<file path="config.mk">
export PLATFORM = sky130hd
export DESIGN_NAME = reload_down_counter
export DESIGN_NICKNAME = d
export VERILOG_FILES = /design/src/rtl/reload_down_counter.sv
export SDC_FILE = /design/constraint.sdc
export NUM_CORES = 1
export LEC_CHECK = 0
export CORE_AREA = 2 2 58 60
export DETAILED_ROUTE_END_ITERATION = 8
export DIE_AREA = 0 0 60 62
export PLACE_DENSITY = 0.78
export RECOVER_POWER = 50
export SYNTH_ARGS = -nofsm -noshare
export SYNTH_HDL_FRONTEND = slang
export SYNTH_SLANG_ARGS = --single-unit
export TNS_END_PERCENT = 100
</file>
<file path="constraint.sdc">
create_clock -name clk -period 2.7 [get_ports clk]
set_input_delay 0.54 -clock clk [delete_from_list [all_inputs] [get_ports clk]]
set_output_delay 0.54 -clock clk [all_outputs]
set_load 0.01 [all_outputs]
</file>
<file path="src/rtl/reload_down_counter.sv">
// Loadable down-counter / interval timer with handshake load, terminal pulse and optional auto-reload.
// Define RDC_PRELOAD_EN to allow loads to be accepted while the counter is running.
module reload_down_counter #(
    parameter int WIDTH = 8,
    parameter int TCW   = 8
) (
    input  logic             clk,
    input  logic             reset,
    input  logic             enable,
    input  logic             stop,
    input  logic             load_valid,
    input  logic [WIDTH-1:0] load_value,
    output logic             load_ready,
    input  logic             auto_reload,
    output logic [WIDTH-1:0] count_out,
    output logic             tc_pulse,
    output logic             done,
    output logic             busy,
    output logic [TCW-1:0]   tc_count
);

    typedef enum logic [1:0] {IDLE, RUN, DONE} state_t;

    localparam logic [TCW-1:0] TC_MAX = '1;

`ifdef RDC_PRELOAD_EN
    localparam logic RUN_READY = 1'b1;
`else
    localparam logic RUN_READY = 1'b0;
`endif

    state_t           state, state_next;
    logic [WIDTH-1:0] count_next;
    logic [WIDTH-1:0] reload_reg, reload_next;
    logic             tc_pulse_next;
    logic [TCW-1:0]   tc_count_next;
    logic             accept;
    logic             terminal;

    assign load_ready = !stop && ((state != RUN) || RUN_READY);
    assign accept     = load_valid && load_ready;
    assign terminal   = (state == RUN) && enable && (count_out == '0);
    assign busy       = (state == RUN);
    assign done       = (state == DONE);

    always_comb begin
        // NOTE: every signal driven here gets a default first, so no path can leave it unassigned and infer a latch.
        state_next    = state;
        count_next    = count_out;
        reload_next   = reload_reg;
        tc_pulse_next = 1'b0;
        tc_count_next = tc_count;

        if (stop) begin
            state_next    = IDLE;
            count_next    = '0;
            tc_count_next = '0;
        end else begin
            if (terminal) begin
                tc_pulse_next = 1'b1;
                if (tc_count != TC_MAX)
                    tc_count_next = tc_count + 1'b1;
            end

            // A load accepted on a terminal edge wins over the reload/stop decision.
            if (accept) begin
                count_next  = load_value;
                reload_next = load_value;
                state_next  = RUN;
            end else if ((state == RUN) && enable) begin
                if (count_out != '0)
                    count_next = count_out - 1'b1;
                else if (auto_reload)
                    count_next = reload_reg;
                else
                    state_next = DONE;
            end
        end
    end

    // NOTE: state registers use non-blocking assignments so every flop samples pre-edge values.
    always_ff @(posedge clk or posedge reset) begin
        if (reset) begin
            state      <= IDLE;
            count_out  <= '0;
            reload_reg <= '0;
            tc_pulse   <= 1'b0;
            tc_count   <= '0;
        end else begin
            state      <= state_next;
            count_out  <= count_next;
            reload_reg <= reload_next;
            tc_pulse   <= tc_pulse_next;
            tc_count   <= tc_count_next;
        end
    end

endmodule

</file>
======== After elaboration in Yosys (flattened, before gate mapping) ========
Cells that the tools add are included.
storage, ports and cells
  bits in registers ....................... 27
  input port bits ......................... 14
  output and inout bits ................... 20
  word-level logic and storage cells ...... 44
operators by class
  $add $sub $neg .......................... 2
  equal/unequal tests ..................... 6
  muxes and demuxes ....................... 15
  bitwise gates (word level) .............. 1
  reductions and logical operators ........ 15
operators by type and width
  operator                                                             count
  8-bit two-way mux                                                    8
  2-bit two-way mux                                                    5
  8-bit by 1-bit adder with 8-bit output (second input constant)       1
  8-bit zero test                                                      1
  8-bit != test (second input constant)                                1
  8-bit nonzero test                                                   1
  8-bit by 1-bit subtractor with 8-bit output (second input constant)  1
  2-bit AND reduction                                                  3
  1-bit logical AND                                                    4
  2-bit nonzero test                                                   2
  4-bit nonzero test                                                   1
  3-bit by 2-bit != test with 1-bit output (second input constant)     1
  3-bit != test (second input constant)                                1
  3-bit AND reduction                                                  1
  3-bit nonzero test                                                   1
  2-bit by 1-bit == test with 1-bit output (second input constant)     1
  2-bit == test (second input constant)                                1
  1-bit two-way mux                                                    2
  2-bit by 1-bit != test with 1-bit output (second input constant)     1
  1-bit zero test                                                      1
  1-bit inverter                                                       1

======== Longest topological paths before layout ========
Gate-level depths: netlist of the first run.
  depth in word-level cells ............... 5
  gate-level depth with buffers ........... 7
  mapped depth without buffers ............ 7

======== Worst setup path after synthesis of the first run ========
Ideal clock, no wire load.
  path type ............................... reg-to-reg
  from .................................... register count_out[0]
  to ...................................... register count_out[4]
  setup time .............................. 0.122 ns
  data arrival time ....................... 1.821 ns
  required time ........................... 2.578 ns
  setup slack ............................. 0.757 ns
  stages on the path, launching flop included .. 8
  cells stage by stage .................... dfrtp_1 > inv_1 > ha_1 > or4b_4 > o21ai_4 > and2_4 > nor2_2 > a32o_1
on the way
  cells in the longest elaborated chain, start to end .. 5
  elaborated cells on any way between the ends .. 8
  those cells by class .................... add/sub: 1; mux: 4; reduce/logical: 3
RTL lines
  item                                                                                      line    source
  from (decl)                                                                               15      output logic [WIDTH-1:0] count_out,
  from (signal assigned)                                                                    91      count_out <= count_next;
  8-bit by 1-bit subtractor with 8-bit output / 8-bit nonzero test (equally long branches)  72, 71
  8-bit two-way mux                                                                         71      if (count_out != '0)
  8-bit two-way mux                                                                         70      end else if ((state == RUN) && enable) begin
  8-bit two-way mux                                                                         66      if (accept) begin
  8-bit two-way mux                                                                         54      if (stop) begin
Several ways; a longest one is shown, not always the timed one. The select of a mux whose other input is x is not followed.
A chain may end at the register's enable or synchronous reset.

======== Worst setup path in the final report of the first run ========
  from .................................... input stop
  to ...................................... output load_ready
on the way
  cells in the longest elaborated chain, start to end .. 2
RTL lines
  item               line  source
  from (decl)        10    input logic stop,
  1-bit zero test    40    assign load_ready = !stop && ((state != RUN) || RUN_READY);
  1-bit logical AND  40
  to (decl)          13    output logic load_ready,
No other way between the ends.

==> results of run 1 <==
metal layers:
layer,part of all wire (%),vias up
li1,-,660
met3,4.9,5
met2,49,49
met4,1.0,0
met5,0,-
met1,45,658
power by group:
part / total (uW) / switching [uW] / internal, uW
Combinational: 447 / 218 / 228
Sequential: 542 / 84.0 / 458
Clock: 180 / 123 / 56.7
Total: 1170 / 425 / 743
stage by stage:
stage	instance area [um2]	instances	hold slack (ns)	setup slack [ns]	utilization, %
2_1_floorplan	1508	169	0.4404	0.7572	-
3_3_place_gp	1896	247	0.4579	0.4055	59.62
3_5_place_dp	1896	247	0.4627	0.3904	59.62
4_1_cts	1926	251	0.4979	0.3861	60.57
5_1_grt	1922	251	0.5234	0.2610	60.45
6_report	1922	251	0.4946	0.2958	60.45
final timing paths:
path                                             endpoint                      start
worst max-delay path                           load_ready                       stop
worst min-delay path            reload_reg[1]$_DFFE_PP0P_  reload_reg[1]$_DFFE_PP0P_
worst max register to register   count_out[4]$_DFFE_PP0P_   count_out[0]$_DFFE_PP0P_
worst min register to register  reload_reg[1]$_DFFE_PP0P_  reload_reg[1]$_DFFE_PP0P_
max in group asynchronous         tc_count[0]$_DFFE_PP0P_                      reset
min in group asynchronous         tc_count[2]$_DFFE_PP0P_                      reset
worst max-delay path, stage by stage:
cell             delay (ns)
dlygate4sd3_1          0.65
nor2_1                 0.14
clkdlybuf4s50_1        0.54
kinds of logic (layout without fill, tap and decap cells):
logic type,count (synthesis),count (layout)
flops,27,27
simple gates,88,88
buf+inv,11,47
compound gates,29,29
mux,3,3
fa+ha+maj,3,3
xor+xnor,8,8
layout make-up:
class	count	area [um2]	share of cell area [%]
multi-input combinational	131	783.3	40.76
clock inverter	1	7.507	0.3906
sequential	27	675.6	35.16
timing repair buffer	36	349.1	18.16
tap	46	57.56	2.995
clock buffer	3	22.52	1.172
inverter	7	26.28	1.367
cells in the final DEF, fill, tap and decap left out, types with 3 or more instances in the layout:
master,Yosys,routed
clkdlybuf4s50_1,0,29
xnor2_1,6,6
nand3_1,8,8
o21ai_0,5,5
dfrtp_1,27,27
inv_1,7,7
nor3_1,6,6
a21oi_1,7,7
nor2_1,18,18
clkbuf_4,0,3
a22o_1,3,3
ha_1,3,3
nand2_1,37,37
dlygate4sd3_1,0,4
==> qor.tcl, run 1 <==
set qor(run_status) {finished, final reports clean}
set qor(grt_first_pass_wirelength_um) 5616
set qor(setup_viol) 0
set qor(h-tree-depth) 1
set qor(die_width_um) 60
set qor(mapped_nets) 186
set qor(busiest_layer) {met2}
set qor(synth.most_common_cell) {nand2_1}
set qor(final.setup.tns_ns) 0
set qor(worst_slew_margin_rel_pct) 3.775
set qor(grt_use_total_pct) 20.24
set qor(cts_repair_resizes) 0
set qor(p_per_area_nw_per_um2) 608.0
set qor(cp.required_ns) 2.16
set qor(port_buffers) 33
set qor(drt_wl_total_um) 3490
set qor(clock_insertion_delay_worst_skew_ns) 0.33
set qor(synthToLayoutAreaGrowth_pct) 27.47
set qor(min_period_over_period_pct) 89.05
set qor(chipHeight_um) 62
set qor(synth-edff-count) 0
set qor(synth_largest_type_area_fraction_pct) 44.81
set qor(drt_drc_violations_left) 0
set qor(timing.hold.worst_path_depth) 2
set qor(total_leakage_power_uw) 0.0008425
set qor(synth.cells.most_frequent) {nand2_1, dfrtp_1, nor2_1}
set qor(r2r_slack_ns) 0.60
set qor(ctsHoldBuffers) 0
set qor(grt_start_max_net_pins) 28
set qor(worst-endpoint-arrival_ns) 1.86
set qor(fp-row-count) 21
set qor(total_power_uw) 1169
set qor(place.gp.congestion) 0.9008
set qor(timing.final.max_slew_violations) 0
set qor(routed_wirelength_normalized_by_instance_count_um) 13.90
set qor(initial_antenna_violation_count) 0
set qor(ctsRootBufferMaster) {clkbuf_4}
set qor(min-delay-path-class) {reg -> reg}
set qor(synth_fa_ha_area_share_pct) 2.490
set qor(max_cap_violations) 0
set qor(final.min_clock_period_ns) 2.404
set qor(detail_route.vias_per_cell) 5.466
set qor(vdd_ir_max_mv) 0.4230
set qor(max-clock-path-buffers) 2
set qor(drtIter0Drc) 66
set qor(worst_clock_skew_ns) 0.01105
set qor(crit_path_max_fanout) 8
set qor(place.detailed.hpwl_um) 2653
set qor(die_area_um2) 3720
set qor(cp-end-kind) {primary output}
set qor(synthDominantAreaCellType) {dfrtp_1}
set qor(ant_diodes) 0
set qor(drive_above_1_share_pct) 6.341
set qor(synth_top_family_by_area) {simple AND/OR/NAND/NOR gates}
set qor(syn_area_per_cell_um2) 8.921
set qor(synth-seq-area-share_pct) 44.81
set qor(post_synth_num_cell_types) 41
set qor(worst_r2r_path_depth) 7
set qor(clkSlewWorstSetupHoldPaths_ns) 0.15
set qor(syn_inst) 169
set qor(synth_area_um2) 1508
set qor(io_pins) 34
set qor(max_freq_mhz) 415.9
set qor(nNetsFinal) 223
set qor(grt-ovfl-total) 0
set qor(post-cts-setup-buffer-count) 0
set qor(setup.worst_path.start_class) {input pin}
set qor(ys_dominant_reg_cell) {dfrtp_1}
set qor(via_count_of_the_first_global_routing_pass) 1243
set qor(synth.mux.area_fraction_pct) 2.075
set qor(top_area_cells_in_the_synthesized_netlist) {dfrtp_1, nand2_1, nor2_1}
set qor(final.fill_count) 289
set qor(grt_setup_unrepaired) {false}
set qor(gr-usage-met3_pct) 3.520
set qor(synth_compound_gate_area_share_pct) 14.36
set qor(routing_usage_on_met1_pct) 26.41
set qor(synth.yosys.warnings) 0
set qor(tightest_slew_ns) 1.443
set qor(async_flop_share_pct) 100.0
set qor(synth_seq_cells) 27
set qor(simple_logic_cell_fraction_of_the_synthesized_area_pct) 28.38
set qor(critical_path_class) {in -> out}
set qor(num_vias) 1372
set qor(design.core.area_um2) 3179
set qor(final_antenna_net_count) 0
set qor(cts_num_sinks) 27
set qor(synth_xor_xnor_area_share_pct) 4.647
set qor(cts_tree) {done}
set qor(dr.pass1.iters) 4
set qor(grt_util_met2_pct) 34.63
set qor(start_util_pct) 47.42
set qor(finalHoldViolCount) 0
set qor(cts_inserted_buffers) 3
Power figures use the tool's default switching activity.
==> inputs of run 2 (changes only) <==
ABC_AREA = 1   (was default)
CORE_AREA = 2 2 61 63   (was 2 2 58 60)
DIE_AREA = 0 0 63 65   (was 0 0 60 62)
PLACE_DENSITY = 0.76   (was 0.78)
==> run 2 against run 1 <==
Fmax shrank 0.71%; clock skew shrank 0.0027 ns; final cell count grew 25%; global-route usage shrank 1.9 points; flip-flop and latch count is the same; non-clock buffer count shrank 1; synthesized cell count grew 36%.
==> qor.tcl, run 2 <==
set qor(most_used_cells_in_the_layout_excluding_fill_and_tap_cells) {nand2_1, nor2_1, clkdlybuf4s50_1}
set qor(crit_path_max_fanout) 6 ;# -2
set qor(grt_first_pass_wirelength_um) 5975 ;# +6.4%
set qor(top_area_cells_in_the_synthesized_netlist) {dfrtp_1, nand2_1, nor2_1}
set qor(synth_fa_ha_area_share_pct) 2.262 ;# -0.23 points
set qor(synthDominantAreaCellType) {dfrtp_1}
set qor(drive_above_1_share_pct) 7.170 ;# +0.83 points
set qor(fp-row-count) 22 ;# +4.8%
set qor(cp.required_ns) 2.16 ;# about the same
set qor(io_pins) 34 ;# unchanged
set qor(grt_start_max_net_pins) 28 ;# unchanged
set qor(routed_wirelength_normalized_by_instance_count_um) 11.21 ;# -19%
set qor(worst_r2r_path_depth) 9 ;# +2
set qor(synth.yosys.warnings) 0 ;# unchanged
set qor(max-clock-path-buffers) 2 ;# unchanged
set qor(layout.cell_area.non_filler_um2) 2047 ;# +6.5%
set qor(post-cts-setup-buffer-count) 0 ;# unchanged
set qor(tightest_slew_ns) 1.456 ;# +0.01275 ns
set qor(drt_wl_total_um) 3509 ;# +0.54%
set qor(synth_top_family_by_area) {simple AND/OR/NAND/NOR gates}
set qor(min_from) {reload_reg[5]$_DFFE_PP0P_}
set qor(run_status) {finished, final reports clean}
set qor(worst-endpoint-arrival_ns) 1.88 ;# +0.02 ns
set qor(ys_dominant_reg_cell) {dfrtp_1}
set qor(ctsRootBufferMaster) {clkbuf_4}
set qor(synth_seq_cells) 27 ;# unchanged
set qor(cp-end-kind) {primary output}
set qor(die_width_um) 63 ;# +5.0%
set qor(r2r-end) {tc_count[6]$_DFFE_PP0P_}
set qor(drtIter0Drc) 94 ;# +42%
set qor(dp_slack_ns) 0.3595 ;# -0.03095 ns
set qor(final.min_clock_period_ns) 2.421 ;# +0.01717 ns
set qor(timing.final.max_slew_violations) 0 ;# unchanged
set qor(synth_compound_gate_area_share_pct) 8.748 ;# -5.6 points
set qor(die_area_um2) 4095 ;# +10%
set qor(hold_path_end) {reload_reg[5]$_DFFE_PP0P_}
set qor(mapped_nets) 246 ;# +32%
set qor(final.setup.tns_ns) 0 ;# unchanged
set qor(setup.worst_path.start_class) {input pin}
set qor(synth.cells.most_frequent) {nand2_1, nor2_1, dfrtp_1}
set qor(worst_slew_margin_rel_pct) 2.925 ;# -0.85 points
set qor(nNetsFinal) 283 ;# +27%
set qor(worst_clock_skew_ns) 0.008374 ;# -0.002681 ns
set qor(place.gp.congestion) 0.8538 ;# -5.2%
set qor(clkSlewWorstSetupHoldPaths_ns) 0.14 ;# about the same
set qor(final_core_occ_pct) 58.55 ;# -1.9 points
set qor(synthToLayoutAreaGrowth_pct) 23.38
set qor(r2r_slack_ns) 0.35 ;# -0.25 ns
set qor(critical_path_class) {in -> out}
set qor(async_flop_share_pct) 100.0 ;# unchanged
set qor(placedInstanceArea_um2) 2044 ;# +7.9%
set qor(setup_viol) 0 ;# unchanged
set qor(num_vias) 1510 ;# +10%
set qor(initial_antenna_violation_count) 0 ;# unchanged
set qor(ctsHoldBuffers) 0 ;# unchanged
set qor(drt_drc_violations_left) 0 ;# unchanged
set qor(grt_use_total_pct) 18.36 ;# -1.9 points
set qor(syn_area_per_cell_um2) 7.245 ;# -19%
set qor(max_cap_violations) 0 ;# unchanged
set qor(synth.most_common_cell) {nand2_1}
set qor(via_count_of_the_first_global_routing_pass) 1372 ;# +10%
set qor(start_util_pct) 47.46 ;# about the same
set qor(cts_inserted_buffers) 3 ;# unchanged
set qor(simple_logic_cell_fraction_of_the_synthesized_area_pct) 37.33 ;# +8.9 points
set qor(detail_route.vias_per_cell) 4.824 ;# -12%
set qor(place.detailed.hpwl_um) 2597 ;# -2.1%
set qor(synth_area_um2) 1659 ;# +10%
set qor(clock_insertion_delay_worst_skew_ns) 0.32 ;# about the same
set qor(cts_num_sinks) 27 ;# unchanged
set qor(worst_r2r_start) {count_out[0]$_DFFE_PP0P_}
set qor(vdd_ir_max_mv) 0.3297 ;# -22%
set qor(ant_diodes) 0 ;# unchanged
set qor(synth_xor_xnor_area_share_pct) 3.167 ;# -1.5 points
set qor(grt_setup_unrepaired) {false}
set qor(post_synth_num_cell_types) 29 ;# -29%
set qor(design.core.area_um2) 3496 ;# +10%
set qor(synth-seq-area-share_pct) 40.72 ;# -4.1 points
set qor(synth_largest_type_area_fraction_pct) 40.72 ;# -4.1 points
set qor(chipHeight_um) 65 ;# +4.8%
set qor(synth-edff-count) 0 ;# unchanged
set qor(min_period_over_period_pct) 89.68 ;# +0.64 points
set qor(p_per_area_nw_per_um2) 761.6 ;# +25%
set qor(worst_slack_ns) 0.2786 ;# -0.01717 ns
set qor(h-tree-depth) 1 ;# unchanged
set qor(min-delay-path-class) {reg -> reg}
set qor(max_freq_mhz) 413.0 ;# -0.71%
set qor(syn_inst) 229 ;# +36%
set qor(timing.hold.worst_path_depth) 1 ;# -1
set qor(dr.pass1.iters) 4 ;# unchanged
set qor(cts_repair_resizes) 0 ;# unchanged
set qor(cts_tree) {done}
set qor(layout.cells.most_common) {nand2_1}
set qor(port_buffers) 33 ;# unchanged
set qor(total_leakage_power_uw) 0.001008 ;# +20%
set qor(final_antenna_net_count) 0 ;# unchanged
set qor(finalHoldViolCount) 0 ;# unchanged
set qor(synth.mux.area_fraction_pct) 0 ;# -2.1 points
set qor(grt-ovfl-total) 0 ;# unchanged
-- run 2: cell types whose count changed in the layout (fill, tap and decap cells not counted), sizes merged, moves of 3 or more --
cell	previous run	this run
a22o	3	0
and2	4	0
inv	7	29
nand2	37	77
nand3	8	19
nor2	19	37
nor3	6	2
o21ai	6	11
xnor2	6	1
xor2	2	5
-- run 2: metal layers --
layer  part of all wire (%)  up-vias  global-route usage, %
met5                      0        -                      0
met3                    3.6        0                  2.604
met1                     48      700                  22.81
met4                      0        0                  7.500
met2                     48       25                  32.05
li1                       -      785                      -
-- run 2: power breakdown --
group          switching (uW)  total [uW]  leakage [uW]  internal (uW)
clock network             118         176     0.0000150           57.9
registers                 104         589      0.000349            486
logic                     449         793      0.000644            344
-- run 2: worst max-delay path by stage --
stage,cells after the start,end,slack [ns],startpoint
after floorplan,9,tc_count[6]$_DFFE_PP0P_,1.17,count_out[0]$_DFFE_PP0P_
after global placement,3,load_ready,0.37,stop
after detailed placement,3,load_ready,0.36,stop
after CTS,3,load_ready,0.35,stop
after global routing,8,count_out[4]$_DFFE_PP0P_,0.20,stop
final,3,load_ready,0.28,stop
-- run 2: layout make-up --
cell class,count,area [um2]
Fill cell,359,1449
Multi-Input combinational cell,170,834.6
Sequential cell,27,675.6
Timing Repair Buffer,35,341.6
Inverter,29,108.9
Tap cell,48,60.06
Clock buffer,4,26.28
-- run 2: cell families (layout without fill, tap and decap cells) --
family / Yosys count / count (layout)
xor+xnor: 6 / 6
compound gates: 22 / 22
buf+inv: 32 / 68
fa+ha+maj: 3 / 3
flops: 27 / 27
simple gates: 139 / 139
-- run 2: critical path, stage by stage --
cell	delay [ns]
dlygate4sd3_1	0.66
nor2_1	0.14
clkdlybuf4s50_1	0.54
-- run 2: per-stage QoR --
step           hold slack [ns]  total power, uW  cells
6_report                0.5069             1559    313
5_1_grt                 0.5222             1708    313
4_1_cts                 0.5137             1596    313
3_5_place_dp            0.4813             1411    309
3_3_place_gp            0.4767             1391    309
2_1_floorplan           0.4641             1152    229
